$ cat config.mk
export PLATFORM = sky130hd
export DESIGN_NAME = bus_mailbox_target
export DESIGN_NICKNAME = d
export VERILOG_FILES = /design/src/rtl/bus_mailbox_target.sv
export SDC_FILE = /design/constraint.sdc
export NUM_CORES = 1
export LEC_CHECK = 0
export ABC_CLOCK_PERIOD_IN_PS = 7100
export CAP_MARGIN = 20
export CORE_UTILIZATION = 45
export CTS_BUF_LIST = sky130_fd_sc_hd__clkbuf_16
export CTS_CLUSTER_SIZE = 16
export DETAILED_ROUTE_END_ITERATION = 10
export GPL_TIMING_DRIVEN = 0
export SLEW_MARGIN = 20
export SYNTH_ARGS = -nofsm -noshare
export SYNTH_HDL_FRONTEND = slang
export SYNTH_SLANG_ARGS = --single-unit
$ cat constraint.sdc
create_clock -name i_clk -period 7.1 [get_ports i_clk]
set_clock_uncertainty 0.15 [all_clocks]
set_input_delay 1.42 -clock i_clk [delete_from_list [all_inputs] [get_ports i_clk]]
set_output_delay 1.42 -clock i_clk [all_outputs]
set_load 0.02 [all_outputs]
$ cat src/rtl/bus_mailbox_target.sv
// ---------------------------------------------------------------------------
// bus_mailbox_target
//
// A CPU bus target that exposes an 8-word register window at BASE_ADDR. It
// holds two scratch registers, a free-running tick counter, and a 16 x 32
// first-word-fall-through FIFO that carries words from the CPU to a device.
//
// A bus cycle moves through IDLE -> WAIT -> ACK -> HOLD. The request is
// captured in IDLE. WAIT inserts WAIT_STATES extra cycles. The edge that
// closes ACK performs the access and raises a one-cycle ready pulse. HOLD
// waits for the strobe to drop before the next request can be accepted.
//
// Ports
//   i_clk            : sole clock, rising edge
//   i_rst            : asynchronous active-low reset
//   i_bus_clk        : CPU request strobe, high while a cycle is outstanding
//   i_bus_we         : 1 = write, 0 = read (sampled at capture)
//   i_bus_addr[31:0] : word address (sampled at capture)
//   i_bus_data[31:0] : write data (sampled at capture)
//   o_bus_data[31:0] : read data, non-zero only with o_bus_data_ready
//   o_bus_data_ready : one-cycle completion pulse
//   o_fifo_data[31:0]: FIFO head word
//   o_fifo_valid     : FIFO not empty
//   i_fifo_ready     : consumer accepts the head word
//
// Register map (word index)
//   0/1 SCRATCH0/1 R/W
//   2   FIFO_DATA  write pushes, read returns 0
//   3   STATUS     read {24'b0, count, overflow, full, empty};
//                  write bit0 flushes, bit1 clears overflow
//   4   TICK       read returns the counter, write clears it
//   5-7 reserved   read 0, writes ignored
// ---------------------------------------------------------------------------
module bus_mailbox_target #(
  parameter logic [31:0] BASE_ADDR   = 32'h0000_FF00,
  parameter int          WAIT_STATES = 1
) (
  input  logic        i_clk,
  input  logic        i_rst,
  input  logic        i_bus_clk,
  input  logic        i_bus_we,
  input  logic [31:0] i_bus_addr,
  input  logic [31:0] i_bus_data,
  output logic [31:0] o_bus_data,
  output logic        o_bus_data_ready,
  output logic [31:0] o_fifo_data,
  output logic        o_fifo_valid,
  input  logic        i_fifo_ready
);

  localparam logic [3:0] WAIT_CNT_MAX = 4'(WAIT_STATES);
  localparam logic [4:0] FIFO_DEPTH   = 5'd16;

  localparam logic [2:0] IDX_SCRATCH0 = 3'd0;
  localparam logic [2:0] IDX_SCRATCH1 = 3'd1;
  localparam logic [2:0] IDX_FIFO     = 3'd2;
  localparam logic [2:0] IDX_STATUS   = 3'd3;
  localparam logic [2:0] IDX_TICK     = 3'd4;

  typedef enum logic [1:0] {
    ST_IDLE = 2'd0,
    ST_WAIT = 2'd1,
    ST_ACK  = 2'd2,
    ST_HOLD = 2'd3
  } state_t;

  state_t      state_r;
  logic        cap_we_r;
  logic [2:0]  cap_idx_r;
  logic [31:0] cap_data_r;
  logic [3:0]  wait_cnt_r;
  logic        bus_ready_r;
  logic [31:0] bus_data_r;
  logic [31:0] scratch0_r;
  logic [31:0] scratch1_r;
  logic [31:0] tick_r;

  logic [31:0] fifo_mem_r [16];
  logic [3:0]  wr_ptr_r;
  logic [3:0]  rd_ptr_r;
  logic [4:0]  count_r;
  logic        overflow_r;
  logic        fifo_valid_r;
  logic [31:0] fifo_data_r;

  logic        hit_s;
  logic        ack_s;
  logic        wr_fifo_s;
  logic        wr_status_s;
  logic        wr_tick_s;
  logic        flush_s;
  logic        clr_ovf_s;
  logic        full_s;
  logic        empty_s;
  logic        pop_s;
  logic        push_do_s;
  logic        ovf_set_s;
  logic [3:0]  wr_ptr_nx_s;
  logic [3:0]  rd_ptr_nx_s;
  logic [4:0]  count_nx_s;
  logic [31:0] head_nx_s;
  logic [31:0] status_s;
  logic [31:0] rd_mux_s;

  assign o_bus_data       = bus_data_r;
  assign o_bus_data_ready = bus_ready_r;
  assign o_fifo_data      = fifo_data_r;
  assign o_fifo_valid     = fifo_valid_r;

  assign hit_s       = (i_bus_addr[31:3] == BASE_ADDR[31:3]);
  // The access itself happens on the edge that closes the ACK state.
  assign ack_s       = (state_r == ST_ACK);
  assign wr_fifo_s   = ack_s & cap_we_r & (cap_idx_r == IDX_FIFO);
  assign wr_status_s = ack_s & cap_we_r & (cap_idx_r == IDX_STATUS);
  assign wr_tick_s   = ack_s & cap_we_r & (cap_idx_r == IDX_TICK);
  assign flush_s     = wr_status_s & cap_data_r[0];
  assign clr_ovf_s   = wr_status_s & cap_data_r[1];
  assign full_s      = (count_r == FIFO_DEPTH);
  assign empty_s     = (count_r == 5'd0);
  assign pop_s       = fifo_valid_r & i_fifo_ready;
  assign status_s    = {24'd0, count_r, overflow_r, full_s, empty_s};

  // Read data selection for the captured register index.
  always_comb begin
    rd_mux_s = 32'd0;
    case (cap_idx_r)
      IDX_SCRATCH0: rd_mux_s = scratch0_r;
      IDX_SCRATCH1: rd_mux_s = scratch1_r;
      IDX_FIFO:     rd_mux_s = 32'd0;
      IDX_STATUS:   rd_mux_s = status_s;
      IDX_TICK:     rd_mux_s = tick_r;
      default:      rd_mux_s = 32'd0;
    endcase
  end

  // FIFO next-state: flush beats pop; a full FIFO still accepts a push
  // when the same edge pops.
  always_comb begin
    push_do_s   = 1'b0;
    ovf_set_s   = 1'b0;
    wr_ptr_nx_s = wr_ptr_r;
    rd_ptr_nx_s = rd_ptr_r;
    count_nx_s  = count_r;
    if (flush_s) begin
      wr_ptr_nx_s = 4'd0;
      rd_ptr_nx_s = 4'd0;
      count_nx_s  = 5'd0;
    end else begin
      if (pop_s) begin
        rd_ptr_nx_s = rd_ptr_r + 4'd1;
      end else begin
        rd_ptr_nx_s = rd_ptr_r;
      end
      if (wr_fifo_s) begin
        if (!full_s || pop_s) begin
          push_do_s = 1'b1;
        end else begin
          ovf_set_s = 1'b1;
        end
      end else begin
        push_do_s = 1'b0;
      end
      if (push_do_s) begin
        wr_ptr_nx_s = wr_ptr_r + 4'd1;
      end else begin
        wr_ptr_nx_s = wr_ptr_r;
      end
      case ({push_do_s, pop_s})
        2'b10:   count_nx_s = count_r + 5'd1;
        2'b01:   count_nx_s = count_r - 5'd1;
        default: count_nx_s = count_r;
      endcase
    end
  end

  // Head word for the next cycle. A word pushed into the slot that becomes
  // the head is forwarded because the memory write lands on the same edge.
  always_comb begin
    head_nx_s = 32'd0;
    if (count_nx_s == 5'd0) begin
      head_nx_s = 32'd0;
    end else if (push_do_s && (wr_ptr_r == rd_ptr_nx_s)) begin
      head_nx_s = cap_data_r;
    end else begin
      head_nx_s = fifo_mem_r[rd_ptr_nx_s];
    end
  end

  // FIFO storage array. It has no reset; the pointers define validity.
  always_ff @(posedge i_clk) begin
    if (push_do_s) begin
      fifo_mem_r[wr_ptr_r] <= cap_data_r;
    end
  end

  // FIFO pointers, occupancy, sticky overflow and the registered head.
  always_ff @(posedge i_clk or negedge i_rst) begin
    if (!i_rst) begin
      wr_ptr_r     <= 4'd0;
      rd_ptr_r     <= 4'd0;
      count_r      <= 5'd0;
      overflow_r   <= 1'b0;
      fifo_valid_r <= 1'b0;
      fifo_data_r  <= 32'd0;
    end else begin
      wr_ptr_r     <= wr_ptr_nx_s;
      rd_ptr_r     <= rd_ptr_nx_s;
      count_r      <= count_nx_s;
      fifo_valid_r <= (count_nx_s != 5'd0);
      fifo_data_r  <= head_nx_s;
      if (clr_ovf_s) begin
        overflow_r <= 1'b0;
      end else if (ovf_set_s) begin
        overflow_r <= 1'b1;
      end else begin
        overflow_r <= overflow_r;
      end
    end
  end

  // Free-running cycle counter. A TICK write restarts it from zero.
  always_ff @(posedge i_clk or negedge i_rst) begin
    if (!i_rst) begin
      tick_r <= 32'd0;
    end else if (wr_tick_s) begin
      tick_r <= 32'd0;
    end else begin
      tick_r <= tick_r + 32'd1;
    end
  end

  // Bus transaction FSM with registered ready and read data.
  always_ff @(posedge i_clk or negedge i_rst) begin
    if (!i_rst) begin
      state_r     <= ST_IDLE;
      cap_we_r    <= 1'b0;
      cap_idx_r   <= 3'd0;
      cap_data_r  <= 32'd0;
      wait_cnt_r  <= 4'd0;
      bus_ready_r <= 1'b0;
      bus_data_r  <= 32'd0;
      scratch0_r  <= 32'd0;
      scratch1_r  <= 32'd0;
    end else begin
      case (state_r)
        ST_IDLE: begin
          bus_ready_r <= 1'b0;
          bus_data_r  <= 32'd0;
          if (i_bus_clk && hit_s) begin
            cap_we_r   <= i_bus_we;
            cap_idx_r  <= i_bus_addr[2:0];
            cap_data_r <= i_bus_data;
            wait_cnt_r <= 4'd0;
            state_r    <= ST_WAIT;
          end else begin
            state_r <= ST_IDLE;
          end
        end
        ST_WAIT: begin
          // The strobe is ignored here, so a dropped request still completes.
          if (wait_cnt_r == WAIT_CNT_MAX) begin
            state_r <= ST_ACK;
          end else begin
            wait_cnt_r <= wait_cnt_r + 4'd1;
          end
        end
        ST_ACK: begin
          bus_ready_r <= 1'b1;
          if (cap_we_r) begin
            bus_data_r <= 32'd0;
            if (cap_idx_r == IDX_SCRATCH0) begin
              scratch0_r <= cap_data_r;
            end else if (cap_idx_r == IDX_SCRATCH1) begin
              scratch1_r <= cap_data_r;
            end
          end else begin
            bus_data_r <= rd_mux_s;
          end
          state_r <= ST_HOLD;
        end
        ST_HOLD: begin
          bus_ready_r <= 1'b0;
          bus_data_r  <= 32'd0;
          if (!i_bus_clk) begin
            state_r <= ST_IDLE;
          end else begin
            state_r <= ST_HOLD;
          end
        end
        default: begin
          bus_ready_r <= 1'b0;
          bus_data_r  <= 32'd0;
          state_r     <= ST_IDLE;
        end
      endcase
    end
  end

endmodule

# == Word level (Yosys, flattened, before mapping) ==
# Memory sizes are Yosys's and may differ from the RTL's.
# Index checks and enable logic that the tools add are counted.
# word_totals
ff_bits,218
out_inout_bits,66
mem_bits_rw,512
mem_count,1
# classes
reduce_logical,18
n_eq_ne,16
muxes,31
addsub,6
bitwise_logic,8
# mem_list
name,words,width,read_ports,rd_clocked_by_memory_dff,wr,line,source
fifo_mem_r,16,32,1,0,1,78,logic [31:0] fifo_mem_r [16];
# ops
cell,n
$mux W32,4
$pmux W32 S4,1
$pmux W32 S2,1
$add A32 B1 Y32 const B,1
$eq A29 B13 Y1 const B,1
$mux W4,6
$add A4 B1 Y4 const B,3
$mux W1,12
$logic_not A5 Y1,2
$pmux W5 S2,1
$pmux W2 S4,1
$pmux W4 S2,1
$reduce_bool A2 Y1,4
$and A1 B1 Y1,7
$eq A2 B2 Y1 const B,3
$eq A3 B2 Y1 const B,2
$ne A2 B2 Y1 const B,3
$reduce_and A3 Y1,2
$add A5 B1 Y5 const B,1
$eq A5 B5 Y1 const B,1
$mux W5,1
$reduce_bool A5 Y1,1
$sub A5 B1 Y5 const B,1
$eq A2 B1 Y1 const B,2
15 further kinds,17

# == Depth between registers and ports, before layout ==
# logic_depth
depth_word,11
mapped_depth,14
depth_no_buf,13

# == Worst setup path after synthesis ==
# Ideal clock, no wire load.
# synth_timing
path_type,input to register
start,input port i_fifo_ready
end,register fifo_data_r[10] (netlist: o_fifo_data[10])
t_arrival_ps,3479
setup_ps,124
path_slack_ps,3347
cell_stages,11
required_ps,6826
path_cell_list,buf_2 -> nand2_1 -> buf_2 -> nor2_1 -> xor2_1 -> ha_1 -> or3b_1 -> a211o_1 -> o21ai_1 -> buf_2 -> a21oi_1
# synth_between
elab_chain_len,10
elab_cells_between_ends,18
cone_classes,eq/ne (3); mux (10); bitwise (1); reduce/logical (3); memory (1)
# synth_lines
element,line,source
from (decl),48,input logic i_fifo_ready
$and A1 B1 Y1 (*),120,assign pop_s = fifo_valid_r & i_fifo_ready;
$logic_or A1 B1 Y1,155,if (!full_s || pop_s) begin
$mux W1,155,
$mux W1,154,if (wr_fifo_s) begin
$mux W1,144,if (flush_s) begin
$eq A2 B1 Y1 / $eq A2 B2 Y1 (equally long branches),168,"case ({push_do_s, pop_s})"
$pmux W5 S2,168,
$mux W5,144,
$logic_not A5 Y1,180,if (count_nx_s == 5'd0) begin
$mux W32 (*),180,
via head_nx_s[10],101,logic [31:0] head_nx_s;
to (signal assigned),210,fifo_data_r <= head_nx_s;
to (decl),84,logic [31:0] fifo_data_r;
# Mark *: on every way through the listed nets, which the timed path passes. The rest lies on a longest branch. The select of a mux whose other input is x is not followed.
# A chain may end at the register's enable or synchronous reset.

# == Worst setup path after layout ==
# layout_timing
start,register state_r[0]
end,register fifo_data_r[13] (netlist: o_fifo_data[13])
# layout_between
elab_chain_len,10
elab_cells_between_ends,19
cone_classes,eq/ne (4); mux (8); bitwise (4); reduce/logical (2); memory (1)
# layout_lines
element,line,source
from (decl),67,state_t state_r;
from (signal assigned),235,state_r <= ST_IDLE;
from (signal assigned),254,state_r <= ST_WAIT;
from (signal assigned),256,state_r <= ST_IDLE;
$eq A2 B2 Y1 (*),112,assign ack_s = (state_r == ST_ACK);
$and A1 B1 Y1 (*),"113, 114",
$and A1 B1 Y1,113,assign wr_fifo_s = ack_s & cap_we_r & (cap_idx_r == IDX_FIFO);
$mux W1,154,
$mux W1,144,
$eq A2 B1 Y1 / $eq A2 B2 Y1 (equally long branches),168,
$pmux W5 S2,168,
$mux W5,144,
$logic_not A5 Y1,180,
$mux W32 (*),180,
via head_nx_s[13],101,
# Marks and branches as above.

==> impl_metrics.py <==
metrics = {
    "min_path": {
        "min_path_type": "reg -> reg",
        "holdPathEnd": "tick_r[0]$_DFF_PN0_",
        "hold_depth": 1,
        "min_from": "tick_r[0]$_DFF_PN0_",
    },
    "synth": {
        "synth_edf_count": 512,
        "synth_area_um2": 30200,
        "synth_nets": 2255,
        "synth_top_area_cell": "edfxtp_1",
        "ys_ff_latch": 730,
        "synthTopCellsByArea": "edfxtp_1 51%, dfrtp_1 18%, mux2i_1 4.7%",
        "ys_seq_area_frac": 0.689,
        "ys_types": 56,
        "ys.flop_type": "edfxtp_1",
        "yosysTopAreaCellShare": 0.508,
        "avgSynthCellArea_um2": 13.9,
        "synthArstFlopShare": 0.299,
        "yosys_warnings": 0,
        "synth_cells": 2171,
    },
    "sta": {
        "max_slew_margin": 0.186,
        "fin_hold_ws_ns": 0.347,
        "rsz0062_at_grt": "false",
        "setup_viol": 0,
        "worst_pin_slew_ns": 1.21,
        "fmax_ghz": 0.218,
        "post-route-period-util": 0.646,
        "report.final.slew_viol_count": 0,
        "hold_viol_final": 0,
        "fin_crit_ns": 4.59,
        "setup_tns_ns": 0,
    },
    "finish": {
        "utilization": 0.536,
        "area_growth_pct": 17.1,
        "seq_area_um2": 20800,
        "layout_common_cells": "512 x edfxtp_1, 249 x nand2_1, 218 x dfrtp_1, 173 x a21oi_1, 141 x mux2i_1",
        "fin_nets": 2484,
        "fill_cells": 5469,
        "final_common_cell": "edfxtp_1",
        "multi_input_area_um2": 8790,
        "drive_gt1_frac": 0.119,
        "stdcell_count": 3328,
    },
    "critical_path": {
        "reg2reg_slack_ns": 2.51,
        "ff2ff_path_depth": 14,
        "cp.required_ns": 7.42,
        "cp.arrival_ns": 4.91,
        "start_kind": "flop",
        "crit_path_max_fanout": 10,
        "crit_path_start": "state_r[0]$_DFFE_PN0P_",
        "crit_path_end_kind": "flop",
        "reg2reg_from": "state_r[0]$_DFFE_PN0P_",
        "worstReg2RegEnd": "o_fifo_data[13]$_DFF_PN0_",
        "worstSetupPathType": "reg -> reg",
    },
    "placement": {
        "dp_hpwl_um": 56000,
        "io_buffers": 133,
        "gp_congestion": 0.853,
        "post-place-cells": 3186,
    },
    "floorplan": {
        "start_util": 0.458,
        "die_x_um": 261,
        "die_area_um2": 68200,
        "num_rows": 94,
        "io_pins": 135,
        "core-area_um2": 66100,
        "die_h_um": 261,
    },
    "global_routing": {
        "grt-ovfl-total": 0,
        "antenna_found_initial": 0,
        "grt_usage": 0.241,
        "grt_pass1_vias": 19300,
        "grt_max_degree": 90,
        "grt_pass1_wl_um": 121000,
    },
    "clocking": {
        "clockRootBuffer": "clkbuf_16",
        "h-tree-depth": 3,
        "clock_sinks": 730,
        "cts.clk_slew.worst_paths_ns": 0.06,
        "cts_buffer_depth": 3,
        "cts_setup_buffers": 0,
        "cts_resized": 0,
        "cts_hold_buffers": 0,
        "clk_latency_ns": 0.63,
        "cts_buffers": 75,
        "cts_tree": "done",
    },
    "drt": {
        "via_count": 19300,
        "detail-route-antenna-nets": 0,
        "drtIter0Drc": 1523,
        "firstDrtPassIters": 8,
        "drt-total-wl_um": 81600,
        "routed_via_density": 5.79,
        "avgRoutedWirePerCell_um": 24.5,
        "drcViolationCount": 0,
    },
    "power_and_ir_drop": {
        "peakVddDrop_mv": 0.170,
        "leakage_nw": 12.2,
        "powerDensity_nw_per_um2": 244,
        "power_mw": 8.63,
    },
    "run_status": {
        "status": "finished, final reports clean",
    },
    "run": {
        "drv_cap": 0,
    },
}
## state kept, by name, indices dropped and copies added (netlist names), 4 cells and up
register	flops
scratch0_r	32
wr_ptr_r	4
count_r	5
tick_r	32
scratch1_r	32
rd_ptr_r	4
fifo_mem_r	512
cap_data_r	32
o_bus_data	32
wait_cnt_r	4
o_fifo_data	32
## how the worst max path moves through the flow
stage / slack [ns] / cells past startpoint / to
2_1_floorplan: 3.35 / 11 / o_fifo_data[10]$_DFF_PN0_
4_1_cts: 2.56 / 14 / o_fifo_data[30]$_DFF_PN0_
6_report: 2.51 / 14 / o_fifo_data[13]$_DFF_PN0_
5_1_grt: 2.38 / 14 / o_fifo_data[21]$_DFF_PN0_
3_5_place_dp: 2.08 / 11 / o_fifo_data[13]$_DFF_PN0_
3_3_place_gp: -5.06 / 1 / o_fifo_data[11]$_DFF_PN0_
## synth_stat cells (10+ instances only)
library cell	instances
inv_1	14
xnor2_1	16
a211o_1	32
nor2_1	43
o31ai_1	12
mux2i_1	142
nor3_1	56
edfxtp_1	512
a211oi_1	23
o21ai_0	105
a21oi_1	173
nand3_1	16
ha_1	15
mux2_2	122
or3_1	10
nor4_1	16
a221o_1	22
clkbuf_1	106
nand2_1	249
a22oi_1	44
a22o_1	34
a221oi_1	43
xor2_1	18
buf_2	22
and2_1	22
dfrtp_1	218
o22ai_1	11
## final cells by class
cell class | instances | area share
Buffer | 140 | 0.0168
Timing Repair Buffer | 152 | 0.0490
Sequential cell | 730 | 0.588
Multi-Input combinational cell | 1287 | 0.248
Tap cell | 864 | 0.0305
Inverter | 14 | 0.00148
Clock buffer | 77 | 0.0544
Clock inverter | 63 | 0.0114
Antenna cell | 1 | 0.0000707
## layer usage
layer / global-route usage / vias up / share of wire
met3: 0.0305 / 121 / 0.056
met4: 0.0799 / 0 / 0.027
met5: 0 / - / 0
met1: 0.318 / 9771 / 0.42
li1: - / 8740 / -
met2: 0.412 / 639 / 0.50
## worst max-delay path, stage by stage (launching register included)
cell and delay, ns:
dfrtp_1 0.44, inv_1 0.13, ha_1 0.28, nand3_2 0.19, nor3_4 0.40, nor2_1 0.10, xor2_1 0.16, ha_1 0.24
and4_1 0.21, mux2i_1 0.18, xnor2_1 0.11, a211o_1 0.25, o21ai_1 0.93, buf_2 0.50, a21oi_1 0.17
## power breakdown
part / switching (mW) / internal, mW / total (mW)
Combinational: 0.218 / 0.101 / 0.319
Sequential: 0.0169 / 4.53 / 4.55
Clock: 1.65 / 2.12 / 3.76
## metrics by stage
stage | cell area (µm²) | setup slack [ns]
after detailed placement | 33100 | 2.08
after CTS | 35400 | 2.56
after global routing | 35400 | 2.38
final | 35400 | 2.51
after floorplan | 30200 | 3.35
after global placement | 32700 | -5.06
## logic make-up (layout without fill, tap and decap cells)
logic type      after synthesis  count (layout)  synth area share
compound gates              516             516             0.112
xor+xnor                     34              34           0.00985
fa+ha+maj                    15              15           0.00621
buf+inv                     154             446            0.0214
flops                       730             730             0.689
mux                         264             264            0.0924
other cells                   0               1                 0
simple gates                458             458            0.0693
Power figures use the tool's default switching activity.
